`src/rtl/bus_pkg.sv`:
```
// Shared constants, decoder state encoding and helpers for the serial bus
// address decoder and its routing crossbar.
package bus_pkg;

  localparam int NUM_MASTERS = 2;
  localparam int NUM_SLAVES  = 3;
  localparam int DEV_W       = 2;

  localparam int M_IDX_W = (NUM_MASTERS > 1) ? $clog2(NUM_MASTERS) : 1;
  localparam int S_IDX_W = (NUM_SLAVES > 1) ? $clog2(NUM_SLAVES) : 1;
  localparam int CNT_W   = $clog2(DEV_W + 1);

  typedef enum logic [1:0] {
    ST_IDLE    = 2'd0,
    ST_DECODE  = 2'd1,
    ST_ACK     = 2'd2,
    ST_CONNECT = 2'd3
  } dec_state_e;

  // Lowest set bit wins, so an illegal multi-bit grant still yields one master.
  function automatic logic [M_IDX_W-1:0] onehot_to_idx(input logic [NUM_MASTERS-1:0] oh);
    logic [M_IDX_W-1:0] idx;
    idx = '0;
    for (int i = NUM_MASTERS - 1; i >= 0; i--) begin
      if (oh[i]) begin
        idx = M_IDX_W'(i);
      end else begin
        idx = idx;
      end
    end
    return idx;
  endfunction

  function automatic logic dev_in_range(input logic [DEV_W-1:0] dev);
    return ({{(32 - DEV_W){1'b0}}, dev} < 32'(NUM_SLAVES));
  endfunction

endpackage

```
`src/rtl/bus_route_mux.sv`:
```
// Combinational crossbar joining one master port to one slave port while
// a connection is open; every unselected line is held at 0.
module bus_route_mux #(
  parameter int NM = 2,
  parameter int NS = 3,
  parameter int MW = (NM > 1) ? $clog2(NM) : 1,
  parameter int SW = (NS > 1) ? $clog2(NS) : 1
) (
  input  logic          i_en,
  input  logic [MW-1:0] i_g,
  input  logic [SW-1:0] i_sel,
  input  logic [NM-1:0] i_m_wr_bus,
  input  logic [NM-1:0] i_m_master_valid,
  input  logic [NM-1:0] i_m_master_ready,
  input  logic [NM-1:0] i_m_mode,
  input  logic [NS-1:0] i_s_rd_bus,
  input  logic [NS-1:0] i_s_slave_valid,
  input  logic [NS-1:0] i_s_slave_ready,
  output logic [NM-1:0] o_m_rd_bus,
  output logic [NM-1:0] o_m_slave_valid,
  output logic [NM-1:0] o_m_slave_ready,
  output logic [NS-1:0] o_s_wr_bus,
  output logic [NS-1:0] o_s_master_valid,
  output logic [NS-1:0] o_s_master_ready,
  output logic [NS-1:0] o_s_mode
);

  logic w_m_wr;
  logic w_m_mv;
  logic w_m_mr;
  logic w_m_md;
  logic w_s_rd;
  logic w_s_sv;
  logic w_s_sr;

  // Master-to-slave direction: fan the active master's lines to the selected slave.
  always_comb begin
    w_m_wr = i_m_wr_bus[i_g];
    w_m_mv = i_m_master_valid[i_g];
    w_m_mr = i_m_master_ready[i_g];
    w_m_md = i_m_mode[i_g];
    for (int s = 0; s < NS; s++) begin
      o_s_wr_bus[s]       = i_en && (i_sel == SW'(s)) && w_m_wr;
      o_s_master_valid[s] = i_en && (i_sel == SW'(s)) && w_m_mv;
      o_s_master_ready[s] = i_en && (i_sel == SW'(s)) && w_m_mr;
      o_s_mode[s]         = i_en && (i_sel == SW'(s)) && w_m_md;
    end
  end

  // Slave-to-master direction: gather the selected slave's lines.
  always_comb begin
    w_s_rd = 1'b0;
    w_s_sv = 1'b0;
    w_s_sr = 1'b0;
    for (int s = 0; s < NS; s++) begin
      w_s_rd = w_s_rd | ((i_sel == SW'(s)) && i_s_rd_bus[s]);
      w_s_sv = w_s_sv | ((i_sel == SW'(s)) && i_s_slave_valid[s]);
      w_s_sr = w_s_sr | ((i_sel == SW'(s)) && i_s_slave_ready[s]);
    end
    for (int m = 0; m < NM; m++) begin
      o_m_rd_bus[m]      = i_en && (i_g == MW'(m)) && w_s_rd;
      o_m_slave_valid[m] = i_en && (i_g == MW'(m)) && w_s_sv;
      o_m_slave_ready[m] = i_en && (i_g == MW'(m)) && w_s_sr;
    end
  end

endmodule

```
`src/rtl/bus_decoder.sv`:
```
// Device-select decoder and routing controller: snoops the granted master's
// select bits, acknowledges, routes the bus and parks/resumes one split.
module bus_decoder
  import bus_pkg::*;
(
  input  logic                   clk,
  input  logic                   rstn,
  input  logic [NUM_MASTERS-1:0] m_bgrant,
  input  logic [NUM_MASTERS-1:0] m_wr_bus,
  input  logic [NUM_MASTERS-1:0] m_master_valid,
  input  logic [NUM_MASTERS-1:0] m_master_ready,
  input  logic [NUM_MASTERS-1:0] m_mode,
  output logic [NUM_MASTERS-1:0] m_rd_bus,
  output logic [NUM_MASTERS-1:0] m_slave_valid,
  output logic [NUM_MASTERS-1:0] m_slave_ready,
  output logic [NUM_MASTERS-1:0] m_ack,
  output logic [NUM_MASTERS-1:0] m_split,
  output logic [NUM_SLAVES-1:0]  s_wr_bus,
  output logic [NUM_SLAVES-1:0]  s_master_valid,
  output logic [NUM_SLAVES-1:0]  s_master_ready,
  output logic [NUM_SLAVES-1:0]  s_mode,
  input  logic [NUM_SLAVES-1:0]  s_rd_bus,
  input  logic [NUM_SLAVES-1:0]  s_slave_valid,
  input  logic [NUM_SLAVES-1:0]  s_slave_ready,
  input  logic [NUM_SLAVES-1:0]  s_split
);

  dec_state_e           r_state;
  logic [M_IDX_W-1:0]   r_g;
  logic [S_IDX_W-1:0]   r_sel;
  logic [DEV_W-1:0]     r_dev;
  logic [CNT_W-1:0]     r_cnt;
  logic                 r_resume;
  logic                 r_split_pend;
  logic [M_IDX_W-1:0]   r_split_m;
  logic [S_IDX_W-1:0]   r_split_s;
  logic                 r_split_prev;
  logic                 r_resume_rdy;

  logic                   w_granted;
  logic                   w_dev_ok;
  logic                   w_ack_now;
  logic                   w_route_en;
  logic                   w_decoding;
  logic [NUM_MASTERS-1:0] w_mux_slave_ready;

  // Per-cycle decisions derived from the registered state.
  always_comb begin
    w_granted  = m_bgrant[r_g];
    w_dev_ok   = dev_in_range(r_dev) &&
                 !(r_split_pend && (S_IDX_W'(r_dev) == r_split_s));
    w_ack_now  = (r_state == ST_ACK) && w_granted && (r_resume || w_dev_ok);
    w_route_en = (r_state == ST_CONNECT);
    w_decoding = (r_state == ST_DECODE);
  end

  // Decoder FSM plus split bookkeeping.
  always_ff @(posedge clk or negedge rstn) begin
    if (!rstn) begin
      r_state      <= ST_IDLE;
      r_g          <= '0;
      r_sel        <= '0;
      r_dev        <= '0;
      r_cnt        <= '0;
      r_resume     <= 1'b0;
      r_split_pend <= 1'b0;
      r_split_m    <= '0;
      r_split_s    <= '0;
      r_split_prev <= 1'b0;
      r_resume_rdy <= 1'b0;
    end else begin
      // Release is the falling edge of the parked slave's split line.
      r_split_prev <= s_split[r_split_s];
      if (r_split_pend && r_split_prev && !s_split[r_split_s]) begin
        r_resume_rdy <= 1'b1;
      end

      case (r_state)
        ST_IDLE: begin
          if (r_resume_rdy && m_bgrant[r_split_m]) begin
            r_state      <= ST_ACK;
            r_g          <= r_split_m;
            r_sel        <= r_split_s;
            r_resume     <= 1'b1;
            r_split_pend <= 1'b0;
            r_resume_rdy <= 1'b0;
          end else if (m_bgrant != '0) begin
            r_state  <= ST_DECODE;
            r_g      <= onehot_to_idx(m_bgrant);
            r_cnt    <= '0;
            r_dev    <= '0;
            r_resume <= 1'b0;
          end
        end
        ST_DECODE: begin
          if (!w_granted) begin
            r_state <= ST_IDLE;
          end else if (m_master_valid[r_g]) begin
            r_dev <= DEV_W'({r_dev, m_wr_bus[r_g]});
            r_cnt <= r_cnt + CNT_W'(1);
            if (r_cnt == CNT_W'(DEV_W - 1)) begin
              r_state <= ST_ACK;
            end
          end
        end
        ST_ACK: begin
          r_resume <= 1'b0;
          if (w_ack_now) begin
            r_state <= ST_CONNECT;
            if (!r_resume) begin
              r_sel <= S_IDX_W'(r_dev);
            end
          end else begin
            r_state <= ST_IDLE;
          end
        end
        ST_CONNECT: begin
          // A split while another is parked is ignored and runs to completion.
          if (s_split[r_sel] && !r_split_pend) begin
            r_split_pend <= 1'b1;
            r_split_m    <= r_g;
            r_split_s    <= r_sel;
            r_split_prev <= 1'b1;
            r_resume_rdy <= 1'b0;
            r_state      <= ST_IDLE;
          end else if (!w_granted) begin
            r_state <= ST_IDLE;
          end
        end
        default: begin
          r_state <= ST_IDLE;
        end
      endcase
    end
  end

  bus_route_mux #(
    .NM(NUM_MASTERS),
    .NS(NUM_SLAVES),
    .MW(M_IDX_W),
    .SW(S_IDX_W)
  ) u_route (
    .i_en             (w_route_en),
    .i_g              (r_g),
    .i_sel            (r_sel),
    .i_m_wr_bus       (m_wr_bus),
    .i_m_master_valid (m_master_valid),
    .i_m_master_ready (m_master_ready),
    .i_m_mode         (m_mode),
    .i_s_rd_bus       (s_rd_bus),
    .i_s_slave_valid  (s_slave_valid),
    .i_s_slave_ready  (s_slave_ready),
    .o_m_rd_bus       (m_rd_bus),
    .o_m_slave_valid  (m_slave_valid),
    .o_m_slave_ready  (w_mux_slave_ready),
    .o_s_wr_bus       (s_wr_bus),
    .o_s_master_valid (s_master_valid),
    .o_s_master_ready (s_master_ready),
    .o_s_mode         (s_mode)
  );

  // Per-master ack, split flag, and the decoder-owned ready during select.
  always_comb begin
    for (int m = 0; m < NUM_MASTERS; m++) begin
      m_ack[m]         = w_ack_now && (r_g == M_IDX_W'(m));
      m_split[m]       = r_split_pend && (r_split_m == M_IDX_W'(m));
      m_slave_ready[m] = w_mux_slave_ready[m] | (w_decoding && (r_g == M_IDX_W'(m)));
    end
  end

endmodule

```
`config.mk`:
```
export PLATFORM = sky130hd
export DESIGN_NAME = bus_decoder
export DESIGN_NICKNAME = d
export VERILOG_FILES = /design/src/rtl/bus_pkg.sv /design/src/rtl/bus_route_mux.sv /design/src/rtl/bus_decoder.sv
export SDC_FILE = /design/constraint.sdc
export NUM_CORES = 1
export LEC_CHECK = 0
export ABC_AREA = 1
export BUFFER_PORTS_ARGS = -buffer_cell sky130_fd_sc_hd__buf_2
export CAP_MARGIN = 20
export CORE_ASPECT_RATIO = 1.5
export CORE_MARGIN = 2
export CORE_UTILIZATION = 53
export CTS_CLUSTER_DIAMETER = 60
export DETAILED_ROUTE_END_ITERATION = 16
export GPL_TIMING_DRIVEN = 0
export PLACE_DENSITY = 0.85
export SLEW_MARGIN = 15
export SYNTH_ARGS = -nofsm -noshare
export SYNTH_HDL_FRONTEND = slang
export SYNTH_SLANG_ARGS = --single-unit
```
`constraint.sdc`:
```
create_clock -name clk -period 4.3 [get_ports clk]
set_input_delay 0.86 -clock clk [delete_from_list [all_inputs] [get_ports clk]]
set_output_delay 0.86 -clock clk [all_outputs]
set_load 0.02 [all_outputs]
```
==> results of run 1 <==
-- report_power, final --
group / total, W / switching (W) / internal [W]
registers: 0.000254 / 0.0000505 / 0.000203
clock network: 0.0000774 / 0.0000448 / 0.0000325
logic: 0.000534 / 0.000339 / 0.000195
-- state kept, by name, indices dropped and copies added, names as in the netlist --
register / count
r_dev: 2
r_state: 2
r_split_pend: 1
r_resume_rdy: 1
r_split_s: 2
r_cnt: 2
r_split_prev: 1
r_sel: 2
r_g: 1
r_resume: 1
r_split_m: 1
-- layout make-up --
class	count	area, um^2
buffer	3	18.8
timing repair buffer	45	225
multi-input combinational	147	742
inverter	31	116
clock buffer	3	22.5
tap	23	28.8
fill	219	706
sequential	16	400
-- synth_stat cells (all sizes together) --
| cell | n | area, um^2 |
|---|---|---|
| dfrtp | 16 | 400 |
| o22ai | 1 | 12.5 |
| or2 | 1 | 6.26 |
| a21boi | 1 | 7.51 |
| a21oi | 5 | 32.5 |
| nand2 | 69 | 269 |
| o2111ai | 1 | 8.76 |
| nand3b | 2 | 15.0 |
| and2 | 1 | 6.26 |
| mux2i | 3 | 30.0 |
| o21ai | 19 | 110 |
| buf | 1 | 11.3 |
| ha | 6 | 75.1 |
| nand3 | 11 | 55.1 |
| nor2 | 25 | 101 |
| clkbuf | 2 | 7.51 |
| inv | 31 | 116 |
| nand4 | 2 | 12.5 |
-- worst max-delay path by stage --
stage,endpoint,slack [ns],depth (start not counted),start
6_report,m_ack[0],1.62,7,r_state[0]$_DFFE_PN0P_
5_1_grt,m_ack[0],1.45,7,r_state[0]$_DFFE_PN0P_
4_1_cts,m_ack[1],1.60,7,r_state[0]$_DFFE_PN0P_
3_5_place_dp,m_ack[1],1.73,7,m_bgrant[0]
3_3_place_gp,m_ack[0],1.73,7,m_bgrant[0]
2_1_floorplan,m_ack[0],1.91,5,m_bgrant[0]
-- kinds of logic after synthesis --
| group | after synthesis |
|---|---|
| AND/OR/NAND/NOR | 111 |
| buffers and inverters | 34 |
| AO/OA/AOI/OAI | 27 |
| flip-flops | 16 |
| adder cells (fa/ha/maj) | 6 |
| multiplexers | 3 |
-- stage by stage --
step                total power, W  hold WS [ns]  util (%)  cell area (um^2)
finish                    0.000865         0.474      68.8              1550
detailed placement        0.000793         0.489      67.8              1530
global placement          0.000782         0.473      67.8              1530
floorplan                 0.000663         0.454         -              1280
global route              0.000964         0.500      68.8              1550
CTS                       0.000872         0.483      68.8              1550
-- per-layer routing --
metal / track usage [%] / vias up
met4: 7.20 / 0
met1: 28.2 / 586
li1: - / 716
met2: 41.9 / 17
met3: 1.98 / 5
met5: 0 / -
==> reports/qor.yml, run 1 <==
status: "complete, no violations"
dp_hpwl_um: 2440
routedWlPerCell_um: 10.9
max-clock-path-buffers: 2
crit_fanout: 9
ys_ff_latch: 16
insertedDiodeCount: 0
mostFrequentLayoutCell: "nand2_1"
die_area_um2: 2830
rows: 21
grt.overflow.total: 0
synth_top_family_by_area: "simple AND/OR/NAND/NOR gates"
ys_seq_area_share_pct: 31.3
path_class: "register to primary output"
grt_setup_unrepaired: "no"
hp-class: "input pin to async pin"
io_buffer_count: 45
p_per_area_nw_per_um2: 556
endpoint_kind: "primary output"
drt.antenna.violating_nets: 0
drt_iter0_drc: 35
dp_slack_ns: 1.73
layout.cells.non_filler: 268
reg2reg_slack_ns: 2.56
critical_path.cell_chain: "inv_1, ha_1, clkbuf_1, and2_1, nand2_1, nor2_1, buf_2"
core_um2: 2260
drive_gt1_share_pct: 26.1
drcViolationCount: 0
finalWorstSetupSlack_ns: 1.62
critPathTopFamily: "buffers and inverters"
syn-cell-area_um2: 1280
worstMarginPinSlew_ns: 0.408
finalHoldViolations: 0
ios: 46
relSlewSlack_pct: 72.8
cts_tree: "yes"
finalCritPeriodShare_pct: 62.4
crit_slowest_cell: "dfrtp_1"
muxShareOfSynthArea_pct: 2.35
rr_endpoint: "r_sel[0]$_DFFE_PN0P_"
synth_fp_nets: 227
synth.yosys.warnings: 0
clkLatencyLatePin_ns: 0.28
vias_per_cell: 4.94
grt_first_pass_wirelength_um: 5150
r2r-start: "r_state[0]$_DFFE_PN0P_"
nets: 277
wl_met3_um: 56
synth_compound_area_share_pct: 13.4
htree_levels: 1
cp.arrival_ns: 1.82
synthAdderAreaFrac_pct: 5.88
grt_pass1_vias: 1256
r2r_cells: 9
cts-root-buf: "clkbuf_4"
dpl.cell_count: 265
worst-path-buf-inv: 3
gp_routability_congestion: 0.870
dieWidth_um: 44.1
antenna_found_initial: 0
clkTransAtPathRegs_ns: 0.09
finalSetupTns_ns: 0
ir_worst_vdd_uv: 332
period_needed_ns: 2.68
syn_area_per_cell_um2: 6.48
firstDrtPassIters: 4
area_growth_pct: 21.6
total_leakage_power_nw: 0.920
holdBufCountCts: 0
clock_skew_ns: 0.00145
vias: 1324
drt-met1-wl_um: 1240
synthSimpleGateAreaFrac_pct: 36.4
wirelength_um: 2910
cts-resized-gates: 0
slowest_delay_ns: 0.42
die_y_um: 64.1
grt_max_degree: 17
start_util_pct: 56.5
numCtsBuffers: 3
yosysUniqueCellTypes: 26
post_cts_buffers: 0
max_freq_ghz: 0.372
synth-xor-area-share_pct: 0
clock_sinks: 16
mostFrequentLayoutCells: "67 x nand2_1, 45 x buf_2, 24 x inv_1, 24 x nor2_1, 16 x dfrtp_1"
grtUsageTotal_pct: 23.3
routed.top_layer: "met4"
maxSlewViolCount: 0
cp-start-kind: "register"
drv_cap: 0
critical_path_required_ns: 3.44
finalSetupViolations: 0
syn_inst: 197
wl_met2_um: 1580
No activity file was read; power rests on OpenSTA's default activity.
==> inputs of run 2 (changes only) <==
--- a/config.mk
+++ b/config.mk
@@ -10,11 +10,11 @@
 export CAP_MARGIN = 20
 export CORE_ASPECT_RATIO = 1.5
 export CORE_MARGIN = 2
-export CORE_UTILIZATION = 53
+export CORE_UTILIZATION = 44
 export CTS_CLUSTER_DIAMETER = 60
 export DETAILED_ROUTE_END_ITERATION = 16
 export GPL_TIMING_DRIVEN = 0
-export PLACE_DENSITY = 0.85
+export PLACE_DENSITY = 0.75
 export SLEW_MARGIN = 15
 export SYNTH_ARGS = -nofsm -noshare
 export SYNTH_HDL_FRONTEND = slang
==> constraint.sdc (replaced) <==
create_clock -name clk -period 2.2 [get_ports clk]
set_input_delay 0.44 -clock clk [delete_from_list [all_inputs] [get_ports clk]]
set_output_delay 0.44 -clock clk [all_outputs]
set_load 0.02 [all_outputs]
==> reports/qor.yml, run 2 (synthesis results as in run 1) <==
ios: 46  # unchanged
max_freq_ghz: 0.493
drive_gt1_share_pct: 27.9  # was 26.1%
clock_sinks: 16  # unchanged
antenna_found_initial: 0  # unchanged
p_per_area_nw_per_um2: 1140  # was 556 nW/um^2
cp-start-kind: "register"  # unchanged
die_area_um2: 3360  # was 2830 um^2
htree_levels: 1  # unchanged
drt_iter0_drc: 18  # was 35
grt_max_degree: 17  # unchanged
grt.overflow.total: 0  # unchanged
clkLatencyLatePin_ns: 0.26  # was 0.28 ns
dieWidth_um: 48.0  # was 44.1 um
io_buffer_count: 45  # unchanged
max-clock-path-buffers: 2  # unchanged
cts-root-buf: "clkbuf_8"  # was clkbuf_4
firstDrtPassIters: 4  # unchanged
mostFrequentLayoutCells: "67 x nand2_1, 45 x buf_2, 24 x inv_1"  # was 67 x nand2_1, 45 x buf_2, 24 x inv_1, 24 x nor2_1, 16 x dfrtp_1
finalHoldViolations: 0  # unchanged
placed_area_um2: 1550  # was 1530 um^2
mostFrequentLayoutCell: "nand2_1"  # unchanged
worstMarginPinSlew_ns: 0.374  # was 0.408 ns
gp_routability_congestion: 0.768  # was 0.870
finalSetupViolations: 0  # unchanged
nets: 275  # was 277
final_area_um2: 1610  # was 1550 um^2
finalSetupTns_ns: 0  # unchanged
rows: 23  # was 21
post_cts_buffers: 0  # unchanged
hp-class: "input pin to async pin"  # unchanged
cp.arrival_ns: 1.59  # was 1.82 ns
cts_tree: "yes"  # unchanged
critical_path_required_ns: 1.76  # was 3.44 ns
clkTransAtPathRegs_ns: 0.07  # was 0.09 ns
drcViolationCount: 0  # unchanged
clock_skew_ns: 0.00357  # was 0.00145 ns
maxSlewViolCount: 0  # unchanged
r2r_cells: 8  # was 9
vias_per_cell: 4.91  # was 4.94
period_needed_ns: 2.03
start_util_pct: 47.2  # was 56.5%
endpoint_kind: "primary output"  # unchanged
core_um2: 2710  # was 2260 um^2
crit_fanout: 5  # was 9
grtUsageTotal_pct: 21.4  # was 23.3%
grt_pass1_vias: 1283  # was 1,256
drv_cap: 0  # unchanged
insertedDiodeCount: 0  # unchanged
area_growth_pct: 26.3  # was 21.6%
vias: 1381  # was 1,324
routedWlPerCell_um: 11.3  # was 10.9 um
wirelength_um: 3190  # was 2910 um
numCtsBuffers: 3  # unchanged
grt_first_pass_wirelength_um: 5350  # was 5150 um
die_y_um: 70.0  # was 64.1 um
power_w: 0.00184  # was 0.000865 W
relSlewSlack_pct: 75.0  # was 72.8%
total_leakage_power_nw: 0.930  # was 0.920 nW
grt_setup_unrepaired: "no"  # unchanged
cts-resized-gates: 0  # unchanged
drt.antenna.violating_nets: 0  # unchanged
holdBufCountCts: 0  # unchanged
ir_worst_vdd_uv: 652  # was 332 uV
path_class: "register to primary output"  # unchanged
status: "complete, no violations"  # unchanged
dp_hpwl_um: 2530  # was 2440 um
fillers: 297  # was 219
finalCritPeriodShare_pct: 92.2
hold_ws_ns: 0.0906  # was 0.474 ns
-- run 2: cell types whose count changed in the layout (fill, tap and decap cells not counted) --
cell / delta
ha_1: -2
ha_2: +1
clkbuf_1: -2
clkbuf_8: +4
clkbuf_4: -3
nor2_2: +1
ha_4: +1
nor2_1: -1
-- run 2: metrics by stage --
stage / cells / utilization [%] / worst slack (ns)
6_report: 281 / 59.7 / 0.172
5_1_grt: 281 / 59.7 / 0.0530
4_1_cts: 282 / 59.2 / 0.0482
3_5_place_dp: 279 / 57.3 / 0.257
3_3_place_gp: 279 / 57.3 / 0.255
2_1_floorplan: 197 / - / 0.376
-- run 2: layer usage --
metal,track usage (%),part of all wire [%],up-vias
li1,-,-,712
met1,24.3,39,638
met2,37.2,56,26
met3,2.58,2.9,5
met4,9.31,1.8,0
met5,0,0,-
-- run 2: cell type report --
cell class,count,area [um^2],share of cell area (%)
timing repair buffer,45,225,14.0
buffer,1,11.3,0.698
tap,37,46.3,2.87
sequential,16,400,24.8
multi-input combinational,147,759,47.1
clock buffer,4,55.1,3.41
inverter,31,116,7.21
-- run 2: critical path, stage by stage, from the launching register on --
cell	delay, ns
dfrtp_1	0.48
inv_2	0.09
nor2_1	0.23
nand2_1	0.08
nand3_1	0.10
a21oi_1	0.09
nor2_1	0.10
buf_2	0.17
-- run 2: worst paths after layout --
kind / from / end / slack [ns]
min in group clk: r_cnt[0]$_DFFE_PN0P_ / r_cnt[0]$_DFFE_PN0P_ / 0.48
worst max-delay path: r_sel[1]$_DFFE_PN0P_ / m_slave_ready[1] / 0.17
max in group asynchronous: rstn / r_sel[0]$_DFFE_PN0P_ / 1.84
worst min-delay path: rstn / r_state[0]$_DFFE_PN0P_ / 0.09
worst max register to register: r_state[0]$_DFFE_PN0P_ / r_sel[1]$_DFFE_PN0P_ / 0.69
worst min register to register: r_cnt[0]$_DFFE_PN0P_ / r_cnt[0]$_DFFE_PN0P_ / 0.48
-- run 2: power by group --
| group | switching, W | internal, W |
|---|---|---|
| Clock | 0.000108 | 0.000159 |
| Combinational | 0.000679 | 0.000392 |
| Sequential | 0.000105 | 0.000398 |
| Total | 0.000891 | 0.000949 |
